==> config.mk <==
export PLATFORM = sky130hd
export DESIGN_NAME = max_pool_sched_flat
export DESIGN_NICKNAME = d
export VERILOG_FILES = /design/src/rtl/max_pool_sched_if.sv /design/src/rtl/max_pool_sched.sv /design/src/flat_wrapper.sv
export SDC_FILE = /design/constraint.sdc
export NUM_CORES = 2
export LEC_CHECK = 0
export CAP_MARGIN = 20
export CORE_AREA = 4 4 478 480
export DETAILED_ROUTE_END_ITERATION = 7
export DIE_AREA = 0 0 482 484
export SLEW_MARGIN = 30
export SYNTH_ARGS = -nofsm -noshare
export SYNTH_HDL_FRONTEND = slang
export SYNTH_SLANG_ARGS = --single-unit
==> constraint.sdc <==
create_clock -name clk -period 3.5 [get_ports clk]
set_input_delay 0.7 -clock clk [delete_from_list [all_inputs] [get_ports clk]]
set_output_delay 0.7 -clock clk [all_outputs]
set_load 0.02 [all_outputs]
==> src/rtl/max_pool_sched_if.sv <==
// Signal bundle for max_pool_sched: job control, input line stream, pool-unit link, output line stream.
// master = the sequencer, slave = the host / stream side around it.
interface max_pool_sched_if #(
   parameter int LEN_W = 16
) ();
   logic             start;
   logic [LEN_W-1:0] num_lines;
   logic             busy;
   logic             done;

   logic [511:0]     in_data;
   logic             in_valid;
   logic             in_ready;

   logic [127:0]     pool_in;
   logic [31:0]      pool_out;

   logic [511:0]     out_data;
   logic             out_valid;
   logic             out_ready;
   logic             out_last;

   logic [31:0]      perf_stall;

   modport master (
      input  start, num_lines, in_data, in_valid, pool_out, out_ready,
      output busy, done, in_ready, pool_in, out_data, out_valid, out_last, perf_stall
   );

   modport slave (
      output start, num_lines, in_data, in_valid, pool_out, out_ready,
      input  busy, done, in_ready, pool_in, out_data, out_valid, out_last, perf_stall
   );
endinterface

==> src/rtl/max_pool_sched.sv <==
// Time-shares one external 4-to-1 signed max-pool unit over 512-bit lines, packing 16 results per output line.
// Define POOL_PERF_CNT_EN to build the saturating output-backpressure counter on perf_stall.
module max_pool_sched #(
   parameter int LEN_W = 16
) (
   input  logic             clk,
   input  logic             rst_n,
   max_pool_sched_if.master bus,
   output logic [1:0]       dbg_state_o
);

   // Streams transfer on a rising edge where valid and ready are both high; a producer
   // holding valid keeps its data (and out_last) stable until that edge.

   typedef enum logic [1:0] {
      S_IDLE = 2'd0,
      S_LOAD = 2'd1,
      S_POOL = 2'd2,
      S_EMIT = 2'd3
   } state_e;

   state_e           state_q;
   logic [LEN_W-1:0] remaining_q;
   logic [1:0]       k_q;
   logic [1:0]       g_q;
   logic [511:0]     line_q;
   logic [511:0]     acc_q;
   logic             busy_q;
   logic             done_q;
   logic             in_ready_q;
   logic             out_valid_q;
   logic             out_last_q;

   logic             start_acc;
   logic             in_hs;
   logic             out_hs;
   logic [3:0]       slot;
   logic             last_window;
   logic             group_full;
   logic             job_drained;

   assign start_acc   = (state_q == S_IDLE) && bus.start;
   assign in_hs       = in_ready_q && bus.in_valid;
   assign out_hs      = out_valid_q && bus.out_ready;
   assign slot        = {k_q, g_q};
   assign last_window = (g_q == 2'd3);
   assign group_full  = (k_q == 2'd3);
   assign job_drained = (remaining_q == '0);

   always_ff @(posedge clk) begin
      if (!rst_n) begin
         state_q     <= S_IDLE;
         remaining_q <= '0;
         k_q         <= 2'd0;
         g_q         <= 2'd0;
         line_q      <= '0;
         acc_q       <= '0;
         busy_q      <= 1'b0;
         done_q      <= 1'b0;
         in_ready_q  <= 1'b0;
         out_valid_q <= 1'b0;
         out_last_q  <= 1'b0;
      end else begin
         done_q <= 1'b0;
         case (state_q)
            S_IDLE: begin
               if (start_acc) begin
                  remaining_q <= bus.num_lines;
                  k_q         <= 2'd0;
                  acc_q       <= '0;
                  if (bus.num_lines == '0) begin
                     done_q <= 1'b1;
                  end else begin
                     state_q    <= S_LOAD;
                     busy_q     <= 1'b1;
                     in_ready_q <= 1'b1;
                  end
               end
            end

            S_LOAD: begin
               if (in_hs) begin
                  line_q      <= bus.in_data;
                  remaining_q <= remaining_q - LEN_W'(1);
                  g_q         <= 2'd0;
                  in_ready_q  <= 1'b0;
                  state_q     <= S_POOL;
               end
            end

            // One window per cycle; the pool unit answers combinationally from pool_in.
            S_POOL: begin
               acc_q[{slot, 5'b0} +: 32] <= bus.pool_out;
               g_q                       <= g_q + 2'd1;
               if (last_window) begin
                  if (group_full || job_drained) begin
                     state_q     <= S_EMIT;
                     out_valid_q <= 1'b1;
                     out_last_q  <= job_drained;
                  end else begin
                     k_q        <= k_q + 2'd1;
                     state_q    <= S_LOAD;
                     in_ready_q <= 1'b1;
                  end
               end
            end

            S_EMIT: begin
               if (out_hs) begin
                  acc_q       <= '0;
                  k_q         <= 2'd0;
                  out_valid_q <= 1'b0;
                  out_last_q  <= 1'b0;
                  if (job_drained) begin
                     state_q <= S_IDLE;
                     busy_q  <= 1'b0;
                     done_q  <= 1'b1;
                  end else begin
                     state_q    <= S_LOAD;
                     in_ready_q <= 1'b1;
                  end
               end
            end

            default: begin
               state_q <= S_IDLE;
            end
         endcase
      end
   end

   assign bus.busy      = busy_q;
   assign bus.done      = done_q;
   assign bus.in_ready  = in_ready_q;
   assign bus.pool_in   = line_q[{g_q, 7'b0} +: 128];
   assign bus.out_data  = acc_q;
   assign bus.out_valid = out_valid_q;
   assign bus.out_last  = out_last_q;
   assign dbg_state_o   = state_q;

`ifdef POOL_PERF_CNT_EN
   logic [31:0] perf_q;
   logic [31:0] perf_d;

   always_comb begin
      perf_d = perf_q;
      if (start_acc) begin
         perf_d = '0;
      end else if (out_valid_q && !bus.out_ready && (perf_q != 32'hFFFF_FFFF)) begin
         perf_d = perf_q + 32'd1;
      end
   end

   always_ff @(posedge clk) begin
      if (!rst_n) begin
         perf_q <= '0;
      end else begin
         perf_q <= perf_d;
      end
   end

   assign bus.perf_stall = perf_q;
`else
   assign bus.perf_stall = 32'd0;
`endif

endmodule

==> src/flat_wrapper.sv <==
// flat-port wrapper written by rule: the top's interface ports become plain ports
module max_pool_sched_flat 
#(
   parameter int LEN_W = 16
)
  (clk, rst_n, dbg_state_o, bus_start, bus_num_lines, bus_in_data, bus_in_valid, bus_pool_out, bus_out_ready, bus_busy, bus_done, bus_in_ready, bus_pool_in, bus_out_data, bus_out_valid, bus_out_last, bus_perf_stall);
  max_pool_sched_if #(.LEN_W(LEN_W)) bus_i ();
  input  logic clk;
  input  logic rst_n;
  output logic [1:0] dbg_state_o;
  input wire logic [$bits(bus_i.start)-1:0] bus_start;
  input wire logic [$bits(bus_i.num_lines)-1:0] bus_num_lines;
  input wire logic [$bits(bus_i.in_data)-1:0] bus_in_data;
  input wire logic [$bits(bus_i.in_valid)-1:0] bus_in_valid;
  input wire logic [$bits(bus_i.pool_out)-1:0] bus_pool_out;
  input wire logic [$bits(bus_i.out_ready)-1:0] bus_out_ready;
  output wire logic [$bits(bus_i.busy)-1:0] bus_busy;
  output wire logic [$bits(bus_i.done)-1:0] bus_done;
  output wire logic [$bits(bus_i.in_ready)-1:0] bus_in_ready;
  output wire logic [$bits(bus_i.pool_in)-1:0] bus_pool_in;
  output wire logic [$bits(bus_i.out_data)-1:0] bus_out_data;
  output wire logic [$bits(bus_i.out_valid)-1:0] bus_out_valid;
  output wire logic [$bits(bus_i.out_last)-1:0] bus_out_last;
  output wire logic [$bits(bus_i.perf_stall)-1:0] bus_perf_stall;
  assign bus_i.start = bus_start;
  assign bus_i.num_lines = bus_num_lines;
  assign bus_i.in_data = bus_in_data;
  assign bus_i.in_valid = bus_in_valid;
  assign bus_i.pool_out = bus_pool_out;
  assign bus_i.out_ready = bus_out_ready;
  assign bus_busy = bus_i.busy;
  assign bus_done = bus_i.done;
  assign bus_in_ready = bus_i.in_ready;
  assign bus_pool_in = bus_i.pool_in;
  assign bus_out_data = bus_i.out_data;
  assign bus_out_valid = bus_i.out_valid;
  assign bus_out_last = bus_i.out_last;
  assign bus_perf_stall = bus_i.perf_stall;
  max_pool_sched #(.LEN_W(LEN_W)) u_core (.clk(clk), .rst_n(rst_n), .bus(bus_i), .dbg_state_o(dbg_state_o));
endmodule
==> metrics.txt <==
status finished clean; Synth Flop Type dfxtp_1; Placed Area between 50,000 and 60,000 um^2; clock tree from TritonCTS built; clock-pin slew on the worst setup and hold paths roughly 0.07 ns; kind of critical path reg2out; Via Count around 36,000; GPL Wtd Cong around 0.85; Mapped Cells ~4,000; CTS buffer count approximately 110; max-slew violation count 0; Final Hold Fails 0; synth warn 0; Port Buffers ~1,200; Pwr Total between 30,000 and 40,000 uW; iteration-0 DRC count of the detailed router roughly 2,500; Ports ~1,200; EDFF count, synth 0; root buf cell clkbuf_16; initial core utilization between 10% and 20%; maximum fanout along the worst path 18; Remaining DRCs 0; vias in the first global route between 30,000 and 40,000; Rel. slew slack 37.3%; Max Clock Freq roughly 300 MHz; Sink Count between 1,000 and 1,500; Crit path required time approximately 2.8 ns; commonest non-fill, non-tap cell in the layout nand2_1; worst slew pin tran around 0.93 ns; site row count 174; share of cells above drive strength 1 about a tenth; post-DR wirelength/cell roughly 24 um; Post-synth ARST share 0%; hold path depth 2; final setup TNS 0 ns; commonest non-fill, non-tap cells in the layout nand2_1 (1,120), clkdlybuf4s50_1 (1,090), dfxtp_1 (1,049), a21oi_1 (531), a22o_1 (256); Post-DRT Antenna Nets 0; Power Dens Cells roughly 540 nW/um^2; core area 224,000 um^2; GRT overflow 0; Setup WS pre-CTS approximately 0.075 ns; Post-CTS Hold Buffers 0; area of the multi-input gates 16,400 um^2; die area about 230,000 um^2; Tot GR Track Use between 15 and 20%; Setup crit end kind output pin; synthesized cell area between 30,000 and 40,000 um^2; Hold/Removal Path Class reg2reg; clock network power share around 39%; TritonRoute pass-1 iters 7; Flop pwr share 39.7%; antenna violations before repair 36; Unique masters post-synth 57; Startpoint Class flop; Final Instance Area approximately 59,000 um^2; pin count of the biggest net entering global routing roughly 90; area delta synth->final 53.3%; clk_lat worst skew roughly 0.75 ns; VDD IR max between 0.3 and 0.4 mV; total net switching power around 9900 uW; H-tree depth 3; Int Power 22,300 uW; sequential fraction of the synthesis area 54.4%; sw frac a little under a third; Fillers around 24,000; Period minus WS final approximately 3.3 ns; worst-case reg-to-reg path depth 9; Final nets between 5,000 and 6,000; Reg area between 20,000 and 25,000 um^2; fin crit share between 90% and 100%; Logic pwr share about a fifth; clk buf depth 3; total length of routed wires a little under 200,000 um; Die Width just under 500 um; clk_skew roughly 0.062 ns; first-pass GRT wire length 272,000 um; Die Height 484 um; maximum capacitance violations 0; Mapped Avg Cell Area about 9.6 um^2; Final WS setup around 0.16 ns; DP HPWL ~150,000 um; Seq cells post-synth around 1,100; RSZ-0062 raised after global routing false; DR vias/cell about 4.3; P_leak 0.0201 uW; CP arrival 2.64 ns; count of final setup violators 0
## metrics by stage
step           instances  util, %  hold slack (ns)
5_1_grt             8298     26.4            0.434
4_1_cts             8289     26.4            0.374
2_1_floorplan       4070        -            0.433
3_5_place_dp        8076     24.7            0.444
3_3_place_gp        8064     24.6            0.438
6_report            8305     26.4            0.452
## per-layer routing
layer / GRT usage [%] / vias up / wire length, um
met5: 0 / - / 157
met4: 7.04 / 20 / 8780
met3: 3.68 / 301 / 14400
met2: 28.6 / 1629 / 98900
met1: 18.2 / 17400 / 74600
li1: - / 16500 / -
## power groups by stage
stage | registers [uW] | clock network, uW | logic, uW
3_3_place_gp | 13000 | 0 | 6650
6_report | 12800 | 12700 | 6740
2_1_floorplan | 13000 | 0 | 3310
4_1_cts | 12800 | 13100 | 6880
3_5_place_dp | 13100 | 0 | 6830
5_1_grt | 12800 | 13500 | 7250
## worst max-delay path, cell delays in order, from the launching register on
cell and delay (ns):
dfxtp_4 0.37, buf_4 0.12, buf_12 0.16, buf_12 0.23
mux4_2 0.58, dlygate4sd2_1 0.37
## synthesized netlist by cell type, types with 5 or more instances
library cell / number / area [um^2]
a32oi_1: 34 / 298
dfxtp_1: 1051 / 21000
o2bb2ai_1: 226 / 1980
nor4_1: 8 / 50.1
nand3_1: 13 / 65.1
inv_1: 12 / 45.0
or3_1: 11 / 68.8
nand2b_1: 5 / 31.3
buf_1: 10 / 37.5
a22o_1: 256 / 2240
a21oi_1: 546 / 2730
clkbuf_1: 296 / 1110
buf_2: 23 / 115
nor2_1: 123 / 462
buf_4: 32 / 240
mux4_2: 128 / 2880
o21ai_0: 40 / 200
nor3_1: 10 / 50.1
buf_6: 12 / 135
nand2_1: 1121 / 4210
ha_1: 13 / 163
nor2b_1: 5 / 31.3
## cells by family (layout without fill, tap and decap cells)
group	after synthesis	after routing	share of synthesized area [%]
AO/OA/AOI/OAI	1137	1137	20.0
adder cells (fa/ha/maj)	13	13	0.420
buffers and inverters	387	1614	4.37
flip-flops	1051	1051	54.4
multiplexers	131	131	7.54
other	1	48	0.00969
AND/OR/NAND/NOR	1319	1319	13.3
## final timing paths
check / start / to / slack (ns)
worst max-delay path: u_core.g_q[0] / bus_pool_in[82] / 0.16
worst min-delay path: u_core.line_q[299] / u_core.line_q[299] / 0.45
worst max register to register: u_core.dbg_state_o[0] / u_core.bus.out_data[67] / 0.44
worst min register to register: u_core.line_q[299] / u_core.line_q[299] / 0.45
## timing repair
item	in CTS	in global routing
gates resized for setup	112	1
endpoints found under the setup margin	113	1
cloned	1	0
buffers inserted	3	0
## state kept, by name (all words and copies together) (netlist names), 2 cells and up
register,count
u_core.bus.out_data,512
u_core.line_q,512
u_core.remaining_q,16
u_core.dbg_state_o,2
u_core.g_q,2
u_core.k_q,2
## final cells by class
| class | count | share of cell area [%] |
|---|---|---|
| Sequential cell | 1051 | 35.5 |
| Multi-Input combinational cell | 2632 | 27.6 |
| Timing Repair Buffer | 1392 | 23.8 |
| Tap cell | 2992 | 6.31 |
| Clock buffer | 151 | 5.35 |
| Clock inverter | 58 | 1.29 |
| Inverter | 13 | 0.0949 |
| Antenna cell | 16 | 0.0675 |
Power figures use the tool's default switching activity.
